[src/rtl/calc_operand_entry_pkg.sv]
// Shared types for the calculator keypad operand entry block:
// key codes, ALU operation encodings, FSM states and key classification.
package calc_operand_entry_pkg;

  localparam int NDIGITS_DEF = 8;
  localparam int DPW_DEF     = 3;

  localparam logic [4:0] KEY_DP     = 5'd10;
  localparam logic [4:0] KEY_SIGN   = 5'd11;
  localparam logic [4:0] KEY_OP_LO  = 5'd12;
  localparam logic [4:0] KEY_OP_HI  = 5'd16;
  localparam logic [4:0] KEY_EQUALS = 5'd17;
  localparam logic [4:0] KEY_CLEAR  = 5'd18;

  typedef enum logic [2:0] {
    OP_ADD = 3'd0,
    OP_SUB = 3'd1,
    OP_MUL = 3'd2,
    OP_DIV = 3'd3,
    OP_POW = 3'd4
  } op_e;

  typedef enum logic [1:0] {
    S_A     = 2'd0,
    S_B     = 2'd1,
    S_ISSUE = 2'd2
  } state_e;

  typedef enum logic [2:0] {
    K_DIGIT,
    K_DP,
    K_SIGN,
    K_OP,
    K_EQ,
    K_CLR,
    K_BAD
  } key_kind_e;

  function automatic key_kind_e key_kind(input logic [4:0] code);
    key_kind_e k;
    k = K_BAD;
    unique case (1'b1)
      (code <= 5'd9):         k = K_DIGIT;
      (code == KEY_DP):       k = K_DP;
      (code == KEY_SIGN):     k = K_SIGN;
      (code >= KEY_OP_LO &&
       code <= KEY_OP_HI):    k = K_OP;
      (code == KEY_EQUALS):   k = K_EQ;
      (code == KEY_CLEAR):    k = K_CLR;
      default:                k = K_BAD;
    endcase
    return k;
  endfunction

endpackage

[src/rtl/calc_operand_entry_if.sv]
// Keypad input plus ALU operand/operation handshake bundle.
// master = operand producer, slave = keypad/ALU environment.
interface calc_operand_entry_if #(
  parameter int NDIGITS = 8,
  parameter int DPW     = 3
);
  logic                   key_valid;
  logic [4:0]             key_code;
  logic                   key_ready;
  logic                   sgn0;
  logic                   sgn1;
  logic [4*NDIGITS-1:0]   num0;
  logic [4*NDIGITS-1:0]   num1;
  logic [DPW-1:0]         dp0;
  logic [DPW-1:0]         dp1;
  logic [2:0]             operation;
  logic                   op_valid;
  logic                   op_ready;

  modport master (
    input  key_valid, key_code, op_ready,
    output key_ready, sgn0, sgn1, num0, num1,
    output dp0, dp1, operation, op_valid
  );

  modport slave (
    output key_valid, key_code, op_ready,
    input  key_ready, sgn0, sgn1, num0, num1,
    input  dp0, dp1, operation, op_valid
  );
endinterface

[src/rtl/calc_operand_entry_reg.sv]
// One BCD operand register: digit shift-in, significant-digit count,
// decimal-point tracking and sign.
module calc_operand_entry_reg #(
  parameter  int NDIGITS = 8,
  parameter  int DPW     = 3,
  localparam int CNTW    = $clog2(NDIGITS + 1)
) (
  input  logic                 clk_i,
  input  logic                 rst_i,
  input  logic                 clr_i,
  input  logic                 digit_en_i,
  input  logic [3:0]           digit_i,
  input  logic                 dp_en_i,
  input  logic                 sgn_en_i,
  output logic [4*NDIGITS-1:0] num_o,
  output logic [DPW-1:0]       dp_o,
  output logic                 sgn_o,
  output logic [CNTW-1:0]      cnt_o,
  output logic                 dp_seen_o
);

  logic [4*NDIGITS-1:0] num_q, num_d;
  logic [DPW-1:0]       dp_q, dp_d;
  logic [CNTW-1:0]      cnt_q, cnt_d;
  logic                 sgn_q, sgn_d;
  logic                 dps_q, dps_d;
  logic                 full;
  logic                 lead_zero;

  assign full      = (cnt_q == CNTW'(NDIGITS));
  assign lead_zero = (cnt_q == '0) && (digit_i == 4'd0) && !dps_q;

  always_comb begin
    num_d = num_q;
    dp_d  = dp_q;
    cnt_d = cnt_q;
    sgn_d = sgn_q;
    dps_d = dps_q;
    if (clr_i) begin
      num_d = '0;
      dp_d  = '0;
      cnt_d = '0;
      sgn_d = 1'b0;
      dps_d = 1'b0;
    end else begin
      if (digit_en_i && !full && !lead_zero) begin
        num_d = {num_q[4*NDIGITS-5:0], digit_i};
        cnt_d = cnt_q + 1'b1;
        if (dps_q) dp_d = dp_q + 1'b1;
      end
      // A point typed first stands for an implicit leading zero.
      if (dp_en_i && !dps_q) begin
        dps_d = 1'b1;
        if (cnt_q == '0) cnt_d = CNTW'(1);
      end
      if (sgn_en_i) sgn_d = ~sgn_q;
    end
  end

  always_ff @(posedge clk_i) begin
    if (rst_i) begin
      num_q <= '0;
      dp_q  <= '0;
      cnt_q <= '0;
      sgn_q <= 1'b0;
      dps_q <= 1'b0;
    end else begin
      num_q <= num_d;
      dp_q  <= dp_d;
      cnt_q <= cnt_d;
      sgn_q <= sgn_d;
      dps_q <= dps_d;
    end
  end

  assign num_o     = num_q;
  assign dp_o      = dp_q;
  assign sgn_o     = sgn_q;
  assign cnt_o     = cnt_q;
  assign dp_seen_o = dps_q;

endmodule

[src/rtl/calc_operand_entry.sv]
// Keypad-side operand producer: entry FSM, two operand registers,
// valid/ready issue to the ALU and display mirror of the edited operand.
module calc_operand_entry
  import calc_operand_entry_pkg::*;
#(
  parameter  int NDIGITS = NDIGITS_DEF,
  parameter  int DPW     = DPW_DEF,
  localparam int CNTW    = $clog2(NDIGITS + 1)
) (
  input  logic                 clock_i,
  input  logic                 reset_i,
  calc_operand_entry_if.master bus,
  output logic [4*NDIGITS-1:0] disp_num_o,
  output logic                 disp_sgn_o,
  output logic [DPW-1:0]       disp_dp_o,
  output logic                 key_ignored_o
);

  state_e state_q, state_d;
  op_e    op_q, op_d;
  logic   ign_q, ign_d;

  logic dig_en, dp_en, sgn_en;
  logic clr_a, clr_b;
  logic edit_a, key_acc;
  logic ed_full, ed_dps, b_empty;
  op_e  key_op;
  key_kind_e kind;

  logic [4*NDIGITS-1:0] a_num, b_num;
  logic [DPW-1:0]       a_dp, b_dp;
  logic                 a_sgn, b_sgn;
  logic [CNTW-1:0]      a_cnt, b_cnt;
  logic                 a_dps, b_dps;

  assign kind    = key_kind(bus.key_code);
  assign key_acc = bus.key_valid && bus.key_ready;
  assign edit_a  = (state_q == S_A);
  // Op keys 12..16 map to 0..4 via their low three bits minus 4 (mod 8).
  assign key_op  = op_e'(bus.key_code[2:0] - 3'd4);

  assign ed_full = edit_a ? (a_cnt == CNTW'(NDIGITS))
                          : (b_cnt == CNTW'(NDIGITS));
  assign ed_dps  = edit_a ? a_dps : b_dps;
  assign b_empty = (b_cnt == '0) && !b_dps;

  always_comb begin
    state_d = state_q;
    op_d    = op_q;
    ign_d   = 1'b0;
    dig_en  = 1'b0;
    dp_en   = 1'b0;
    sgn_en  = 1'b0;
    clr_a   = 1'b0;
    clr_b   = 1'b0;
    unique case (state_q)
      S_A, S_B: begin
        if (key_acc) begin
          unique case (kind)
            K_DIGIT: begin
              dig_en = 1'b1;
              ign_d  = ed_full;
            end
            K_DP: begin
              dp_en = 1'b1;
              ign_d = ed_dps;
            end
            K_SIGN: sgn_en = 1'b1;
            K_OP: begin
              if (edit_a) begin
                op_d    = key_op;
                clr_b   = 1'b1;
                state_d = S_B;
              end else if (b_empty) begin
                op_d = key_op;
              end else begin
                ign_d = 1'b1;
              end
            end
            K_EQ: begin
              if (edit_a) ign_d = 1'b1;
              else state_d = S_ISSUE;
            end
            K_CLR: begin
              clr_a   = 1'b1;
              clr_b   = 1'b1;
              op_d    = OP_ADD;
              state_d = S_A;
            end
            default: ign_d = 1'b1;
          endcase
        end
      end
      S_ISSUE: begin
        if (bus.op_ready) begin
          clr_a   = 1'b1;
          clr_b   = 1'b1;
          op_d    = OP_ADD;
          state_d = S_A;
        end
      end
      default: state_d = S_A;
    endcase
  end

  always_ff @(posedge clock_i) begin
    if (reset_i) begin
      state_q <= S_A;
      op_q    <= OP_ADD;
      ign_q   <= 1'b0;
    end else begin
      state_q <= state_d;
      op_q    <= op_d;
      ign_q   <= ign_d;
    end
  end

  calc_operand_entry_reg #(.NDIGITS(NDIGITS), .DPW(DPW)) u_opa (
    .clk_i      (clock_i),
    .rst_i      (reset_i),
    .clr_i      (clr_a),
    .digit_en_i (dig_en && edit_a),
    .digit_i    (bus.key_code[3:0]),
    .dp_en_i    (dp_en && edit_a),
    .sgn_en_i   (sgn_en && edit_a),
    .num_o      (a_num),
    .dp_o       (a_dp),
    .sgn_o      (a_sgn),
    .cnt_o      (a_cnt),
    .dp_seen_o  (a_dps)
  );

  calc_operand_entry_reg #(.NDIGITS(NDIGITS), .DPW(DPW)) u_opb (
    .clk_i      (clock_i),
    .rst_i      (reset_i),
    .clr_i      (clr_b),
    .digit_en_i (dig_en && !edit_a),
    .digit_i    (bus.key_code[3:0]),
    .dp_en_i    (dp_en && !edit_a),
    .sgn_en_i   (sgn_en && !edit_a),
    .num_o      (b_num),
    .dp_o       (b_dp),
    .sgn_o      (b_sgn),
    .cnt_o      (b_cnt),
    .dp_seen_o  (b_dps)
  );

  assign bus.key_ready = (state_q != S_ISSUE);
  assign bus.op_valid  = (state_q == S_ISSUE);
  assign bus.num0      = a_num;
  assign bus.num1      = b_num;
  assign bus.dp0       = a_dp;
  assign bus.dp1       = b_dp;
  assign bus.sgn0      = a_sgn;
  assign bus.sgn1      = b_sgn;
  assign bus.operation = op_q;

  assign disp_num_o    = edit_a ? a_num : b_num;
  assign disp_sgn_o    = edit_a ? a_sgn : b_sgn;
  assign disp_dp_o     = edit_a ? a_dp : b_dp;
  assign key_ignored_o = ign_q;

endmodule

[src/flat_wrapper.sv]
// flat-port wrapper written by rule: the top's interface ports become plain ports
module calc_operand_entry_flat import calc_operand_entry_pkg::*;
#(
  parameter  int NDIGITS = NDIGITS_DEF,
  parameter  int DPW     = DPW_DEF,
  localparam int CNTW    = $clog2(NDIGITS + 1)
)
  (clock_i, reset_i, disp_num_o, disp_sgn_o, disp_dp_o, key_ignored_o, bus_key_valid, bus_key_code, bus_op_ready, bus_key_ready, bus_sgn0, bus_sgn1, bus_num0, bus_num1, bus_dp0, bus_dp1, bus_operation, bus_op_valid);
  calc_operand_entry_if #(.NDIGITS(NDIGITS), .DPW(DPW)) bus_i ();
  input  logic clock_i;
  input  logic reset_i;
  output logic [4*NDIGITS-1:0] disp_num_o;
  output logic disp_sgn_o;
  output logic [DPW-1:0] disp_dp_o;
  output logic key_ignored_o;
  input wire logic [$bits(bus_i.key_valid)-1:0] bus_key_valid;
  input wire logic [$bits(bus_i.key_code)-1:0] bus_key_code;
  input wire logic [$bits(bus_i.op_ready)-1:0] bus_op_ready;
  output wire logic [$bits(bus_i.key_ready)-1:0] bus_key_ready;
  output wire logic [$bits(bus_i.sgn0)-1:0] bus_sgn0;
  output wire logic [$bits(bus_i.sgn1)-1:0] bus_sgn1;
  output wire logic [$bits(bus_i.num0)-1:0] bus_num0;
  output wire logic [$bits(bus_i.num1)-1:0] bus_num1;
  output wire logic [$bits(bus_i.dp0)-1:0] bus_dp0;
  output wire logic [$bits(bus_i.dp1)-1:0] bus_dp1;
  output wire logic [$bits(bus_i.operation)-1:0] bus_operation;
  output wire logic [$bits(bus_i.op_valid)-1:0] bus_op_valid;
  assign bus_i.key_valid = bus_key_valid;
  assign bus_i.key_code = bus_key_code;
  assign bus_i.op_ready = bus_op_ready;
  assign bus_key_ready = bus_i.key_ready;
  assign bus_sgn0 = bus_i.sgn0;
  assign bus_sgn1 = bus_i.sgn1;
  assign bus_num0 = bus_i.num0;
  assign bus_num1 = bus_i.num1;
  assign bus_dp0 = bus_i.dp0;
  assign bus_dp1 = bus_i.dp1;
  assign bus_operation = bus_i.operation;
  assign bus_op_valid = bus_i.op_valid;
  calc_operand_entry #(.NDIGITS(NDIGITS), .DPW(DPW)) u_core (.clock_i(clock_i), .reset_i(reset_i), .bus(bus_i), .disp_num_o(disp_num_o), .disp_sgn_o(disp_sgn_o), .disp_dp_o(disp_dp_o), .key_ignored_o(key_ignored_o));
endmodule
[config.mk]
export PLATFORM = sky130hd
export DESIGN_NAME = calc_operand_entry_flat
export DESIGN_NICKNAME = d
export VERILOG_FILES = /design/src/rtl/calc_operand_entry_pkg.sv /design/src/rtl/calc_operand_entry_if.sv /design/src/rtl/calc_operand_entry_reg.sv /design/src/rtl/calc_operand_entry.sv /design/src/flat_wrapper.sv
export SDC_FILE = /design/constraint.sdc
export NUM_CORES = 1
export LEC_CHECK = 0
export ABC_AREA = 1
export CELL_PAD_IN_SITES_DETAIL_PLACEMENT = 1
export CELL_PAD_IN_SITES_GLOBAL_PLACEMENT = 1
export CORE_MARGIN = 4
export CORE_UTILIZATION = 35
export DETAILED_ROUTE_END_ITERATION = 16
export DONT_BUFFER_PORTS = 1
export MAX_ROUTING_LAYER = met4
export PLACE_DENSITY = 0.7
export SLEW_MARGIN = 20
export SYNTH_ARGS = -nofsm -noshare
export SYNTH_HDL_FRONTEND = slang
export SYNTH_HIERARCHICAL = 1
export SYNTH_SLANG_ARGS = --single-unit
[constraint.sdc]
create_clock -name clock_i -period 3.3 [get_ports clock_i]
set_input_delay 0.66 -clock clock_i [delete_from_list [all_inputs] [get_ports clock_i]]
set_output_delay 0.66 -clock clock_i [all_outputs]
set_load 0.1 [all_outputs]
== Word-level counts from Yosys, hierarchy flattened ==
Cells that the tools add are included.
Cells by class
  $add $sub $neg: 5
  bitwise logic cells: 4
  multiplexer cells: 44
  magnitude comparators: 3
  reduce and logical (&&, ||, !) cells: 41
  equal/unequal tests: 21
Operators by type and width (count)
  $mux W32: 1
  $mux W4: 6
  $logic_and A1 B1 Y1: 19
  $mux W1: 19
  $pmux W3 S6: 1
  $mux W3: 5
  $logic_not A4 Y1: 3
  $pmux W3 S2: 2
  $eq A5 B4 Y1 const B: 2
  $eq A5 B5 Y1 const B: 2
  $reduce_and A5 Y1: 2
  $add A4 B1 Y4 const B: 2
  $eq A4 B4 Y1 const B: 2
  $mux W2: 4
  $reduce_or A2 Y1: 4
  $logic_not A1 Y1: 7
  $add A3 B1 Y3 const B: 2
  $eq A3 B2 Y1 const B: 2
  $eq A3 B3 Y1 const B: 2
  $ne A3 B3 Y1 const B: 2
  $pmux W1 S2: 3
  $pmux W2 S3: 1
  $ge A5 B4 Y1 const B: 1
  $le A5 B4 Y1 const B: 1
  18 further kinds: 23
Word-level totals
  output and inout bits: 114
  input port bits: 9
  register bits: 88

== Logic depth before layout (Yosys ltp) ==
  depth in word-level cells: 13
  mapped depth: 12
  mapped depth without buffers: 12

== Cells and area by module ==
Netlist, hierarchy kept.
Modules (own cells, without submodules)
  calc_operand_entry_reg (u_core.u_opa): cells each 208, seq. area each 820.8 um2, area an instance 1770.4 um2, instances 1
  calc_operand_entry_reg (u_core.u_opb): cells each 208, seq. area each 820.8 um2, area an instance 1759.2 um2, instances 1
  calc_operand_entry: cells each 238, seq. area each 120.1 um2, area an instance 1069.8 um2, instances 1

== Worst setup path before layout ==
OpenSTA, ideal clock, no wires.
  kind: reg2reg
  start: register u_core.state_q[0]
  end: register u_core.u_opb.num_q[23] (netlist: u_core/u_opb/num_o[23])
  arrival time: 2.444 ns
  period minus slack after synthesis: 2.511 ns
  cell stages (with the launch flop): 11
  required time: 3.233 ns
  path slack: 0.789 ns
  buffers on the path: 1
  cells stage by stage: dfxtp_1 > inv_2 > nand2_2 > inv_2 > nand2_1 > o21ai_0 > a31o_2 > nor2_2 > clkbuf_1 > o21ai_0 > nor2_1
Between the ends
  elaborated cells between the ends (all ways): 17
  those cells by class: 3 x eq/ne; 6 x mux; 8 x reduce/logical
RTL lines
  from (decl): RTL line calc_operand_entry.sv:19  | state_e state_q, state_d;
  from (signal assigned): RTL line calc_operand_entry.sv:112  | state_q <= state_d;
  $ne A2 B2 Y1: RTL line calc_operand_entry.sv:148  | assign bus.key_ready = (state_q != S_ISSUE);
  via bus_key_ready: RTL line flat_wrapper.sv:19  | output wire logic [$bits(bus_i.key_ready)-1:0] bus_key_ready;
  $logic_and A1 B1 Y1: RTL line calc_operand_entry.sv:37  | assign key_acc = bus.key_valid && bus.key_ready;
  $mux W1: RTL line calc_operand_entry.sv:58  | if (key_acc) begin
  $pmux W1 S2: RTL line calc_operand_entry.sv:56  | unique case (state_q)
  via u_core.clr_b: RTL line calc_operand_entry.sv:24  | logic clr_a, clr_b;
  $reduce_or A2 Y1 (no source line)
  to (signal assigned): RTL line calc_operand_entry_reg.sv:68  | num_q <= num_d;
  to (decl): RTL line calc_operand_entry_reg.sv:22  | logic [4*NDIGITS-1:0] num_q, num_d;
The timed path passes the listed nets, and every way through them passes these cells.
A chain may end at the register's enable or synchronous reset.

== Worst setup path in the final report ==
  start: register u_core.state_q[0]
  end: output disp_num_o[18]
Between the ends
  longest elaborated chain between the ends: 2
RTL lines
  $logic_not A2 Y1: RTL line calc_operand_entry.sv:38  | assign edit_a = (state_q == S_A);
  $mux W32: RTL line calc_operand_entry.sv:158  | assign disp_num_o = edit_a ? a_num : b_num;
  to (decl): RTL line flat_wrapper.sv:12  | output logic [4*NDIGITS-1:0] disp_num_o;
Every way passes these cells.

==> summary by stage <==
Outcome
The flow ran to the end, and the final reports show no timing, DRC or antenna violations.

Setup path
The critical path start-end classification is reg2out. The capturing element type of the critical path is a primary output. The largest individual stage delay along the critical path comes from the cell inv_2. The dominant cell type by count on the critical path is nand2_1.

The worst setup path is launched from a flip-flop. The critical path goes through nor2_4 -> inv_2 -> nand2_1 -> nand2_1 -> buf_4. The depth of the most critical reg-to-reg path is 10. The data arrival time of the critical path is 2.02 ns. The highest fanout seen on the critical path is 41. The required time reported for the critical path endpoint is 2.64 ns. In this design, the stage delay of the slowest critical-path cell is 0.59 ns.

Floorplan
The top-level port count is 123. The floorplan die width is 123 um. After floorplanning, the core was sized to cover 12700 um^2.

The die area is 15000 um^2. Measured along the y axis, the die boundary spans 123 um. The number of standard-cell rows in the floorplan is 41. The initial standard-cell utilization of the core is 36.2%.

Logic synthesis
The count of flip-flops with a built-in enable after synthesis is 0. In this run the mean area of a mapped cell was 7.03 um^2. The leading area contributor after synthesis is dfxtp_1.

The post-synth net total is 669. In the synthesized netlist the dominant register cell turns out to be dfxtp_1. The synthesized design devotes to its leading area cell type 38.3% of total area.

By count the netlist is led by nand2_1, nor2_1, dfxtp_1, o21ai_0, nor2_2. Synthesis inferred 88 register bits. The number of warning messages in the yosys log is 6. After synthesis the cells add up to 4600 um^2. Summing the sequential cell areas from Yosys gives 38.3% of the chip area. After technology mapping, the gate count stands at 654. The async set-reset flop share out of synthesis is 0%. The unique cell type count in the Yosys netlist is 32. The most common cell in the synthesized netlist is nand2_1. Ranked by total cell area, the synthesized netlist is headed by dfxtp_1, nand2_1, nor2_1, nor2_2, o21ai_0.

Layout
The number of nets in the layout is 767. Fill cells in the final layout number 1698. After routing the design area is 5750 um^2.

Relative to the synthesized area, the layout overhead comes to 24.9%. 0 antenna diodes ended up in the layout. The fraction of layout instances using a drive strength above 1 is 30.8%.

Clock network
The number of resized instances in the post-cts repair step is 0. The number of H-tree levels is 3. The total setup buffers inserted after CTS is 0. The number of buffers on the longest clock path is 2. After clock tree synthesis, the flow added hold-fix buffers numbering 0. The clock slew seen by the registers of the worst setup and hold paths is 0.06 ns. The cell at the root of the clock tree is clkbuf_16. The tree built by TritonCTS fans out to 88 sinks. The clock reaches the later pin of the worst-skew pair after 0.34 ns. TritonCTS built the clock tree. The total CTS buffers is 9.

Placed design
Detailed placement finished with a half-perimeter wire length of 11000 um. The final weighted congestion in routability-driven placement is 0.833. Summing all placed instances gives a cell area of 5420 um^2.

Buffers placed on the I/O ports in this run total 0. Before CTS, the worst setup slack after placement is 0.901 ns.

Power
The total leakage power is 2.69 nW. In this run the power density over the cells is 573 nW/um^2. The worst-case vdd ir drop is 258 uV.

STA
The post-route fraction of the period consumed by the critical path is 81.1%. Setup repair after global routing left no endpoint under its margin. The number of setup violations in the final report is 0. The final period demand of the worst path is 2.68 ns. Setup slack closes at 0.625 ns. The worst-margin pin slew is 0.986 ns.

The number of hold-slack violations in the final timing report is 0. The achievable clock frequency is 374 MHz. The post-route setup TNS is 0 ns. The normalized max-slew margin is 34.2%. For the final database, setup skew stands at 0.00789 ns. The count of final max-slew check failures is 0.

Global route
The global-route track usage on met1 is 24.1%. Global routing finished with a remaining overflow of 0. The wire length of the first global-routing pass is 24200 um. The met2 track utilization from global routing is 37.7%. The initial antenna violation count is 0. met2 is the most crowded layer. The global routing usage on met3 is 4.70%. Entering global routing, the biggest net connects 42 pins.

In the global route stage, overall resource usage came out at 21.2%. The number of global-route vias before repair is 4750.

Hold path
Along the worst hold path, the cell count comes to 2. The class of the tightest hold or removal check is in2reg.

Routing
The detail-routed net length per standard cell is 16.3 um. For this block, the initial DRC count from the detailed router was 192. The number of antenna-violating nets in the routed design is 0. Detailed routing inserted a total of 4588 vias. For this run, design rule violations remaining after detail routing come to 0. The average via count per standard cell is 4.94. Summed over all layers, the routed wires come to 15100 um. The first detailed-routing pass ran for 4 iterations.

Job
Across the run, the number of max-cap violations was 0.
==> power breakdown <==
group | internal, W | switching, W | total (W)
Sequential | 0.00111 | 0.0000606 | 0.00117
Clock | 0.000687 | 0.000435 | 0.00112
Combinational | 0.000194 | 0.000811 | 0.00100
Total | 0.00199 | 0.00131 | 0.00330
==> registers in the layout, indices dropped and copies added, names as in the netlist <==
| register | cells |
|---|---|
| u_core/bus.operation | 3 |
| u_core/key_ignored_o | 1 |
| u_core/state_q | 2 |
| u_core/u_opa/cnt_o | 4 |
| u_core/u_opa/dp_o | 3 |
| u_core/u_opa/dp_seen_o | 1 |
| u_core/u_opa/num_o | 32 |
| u_core/u_opa/sgn_o | 1 |
| u_core/u_opb/cnt_o | 4 |
| u_core/u_opb/dp_o | 3 |
| u_core/u_opb/dp_seen_o | 1 |
| u_core/u_opb/num_o | 32 |
| u_core/u_opb/sgn_o | 1 |
==> area by class of cell <==
class / instances / area, um^2 / share of cell area [%]
Clock buffer: 10 / 239 / 4.16
Multi-Input combinational cell: 491 / 2390 / 41.5
Tap cell: 172 / 215 / 3.74
Sequential cell: 88 / 1760 / 30.7
Timing Repair Buffer: 113 / 848 / 14.8
Clock inverter: 6 / 90.1 / 1.57
Inverter: 49 / 205 / 3.57
==> kinds of logic (layout without fill, tap and decap cells) <==
group	Yosys count	count (layout)	synth area share, %
xor gates and xnor gates	6	6	1.14
adders and majority gates	6	6	1.63
AOI/OAI and AO/OA	87	87	9.90
and+or+nand+nor	392	392	39.1
DFF	88	88	38.3
buffers and inverters	75	178	9.90
==> path summary, 6_finish.rpt <==
check,slack [ns],startpoint,end
setup reg to reg,1.02,u_core/state_q[1]$_SDFFE_PP0P_,u_core/u_opb/cnt_o[1]$_SDFF_PP0_
setup / recovery,0.62,u_core/state_q[0]$_SDFFE_PP0P_,disp_num_o[18]
hold reg to reg,0.55,u_core/u_opa/cnt_o[3]$_SDFF_PP0_,u_core/u_opa/cnt_o[3]$_SDFF_PP0_
hold / removal,0.49,bus_key_code[2],u_core/u_opa/num_o[2]$_SDFFE_PP0P_
==> layout by cell type (no fill, tap or decap), drive strengths merged <==
master and n:
nand4 3, ha 6, a31o 1, or2 2, dfxtp 88, nand3 28, nand2 179, clkbuf 10
o21ai 72, xor2 4, nor3 2, inv 49, a21oi 12, nor2 178, a21boi 2, clkinv 3
xnor2 2, bufinv 2, buf 113, clkinvlp 1
==> per-stage QoR <==
stage          instances  total power [W]  hold WS [ns]  utilization (%)
5_1_grt              929          0.00344         0.486             45.2
3_5_place_dp         913          0.00220         0.529             42.6
3_3_place_gp         913          0.00218         0.524             42.6
2_1_floorplan        654          0.00201         0.495                -
6_report             929          0.00330         0.488             45.2
4_1_cts              929          0.00333         0.478             45.2
==> critical path: cells and delay by family (launching register included) <==
kind	cells	cell delay, ns
and+or+nand+nor	3	0.31
DFF	1	0.47
buffers and inverters	2	0.88
==> metal layers <==
layer | vias up | part of all wire, % | routed length, um
li1 | 2238 | - | -
met1 | 2224 | 42 | 6430
met2 | 110 | 50 | 7640
met3 | 16 | 5.9 | 890
met4 | 0 | 1.2 | 182
met5 | - | 0 | 0
No activity file was read; power rests on OpenSTA's default activity.
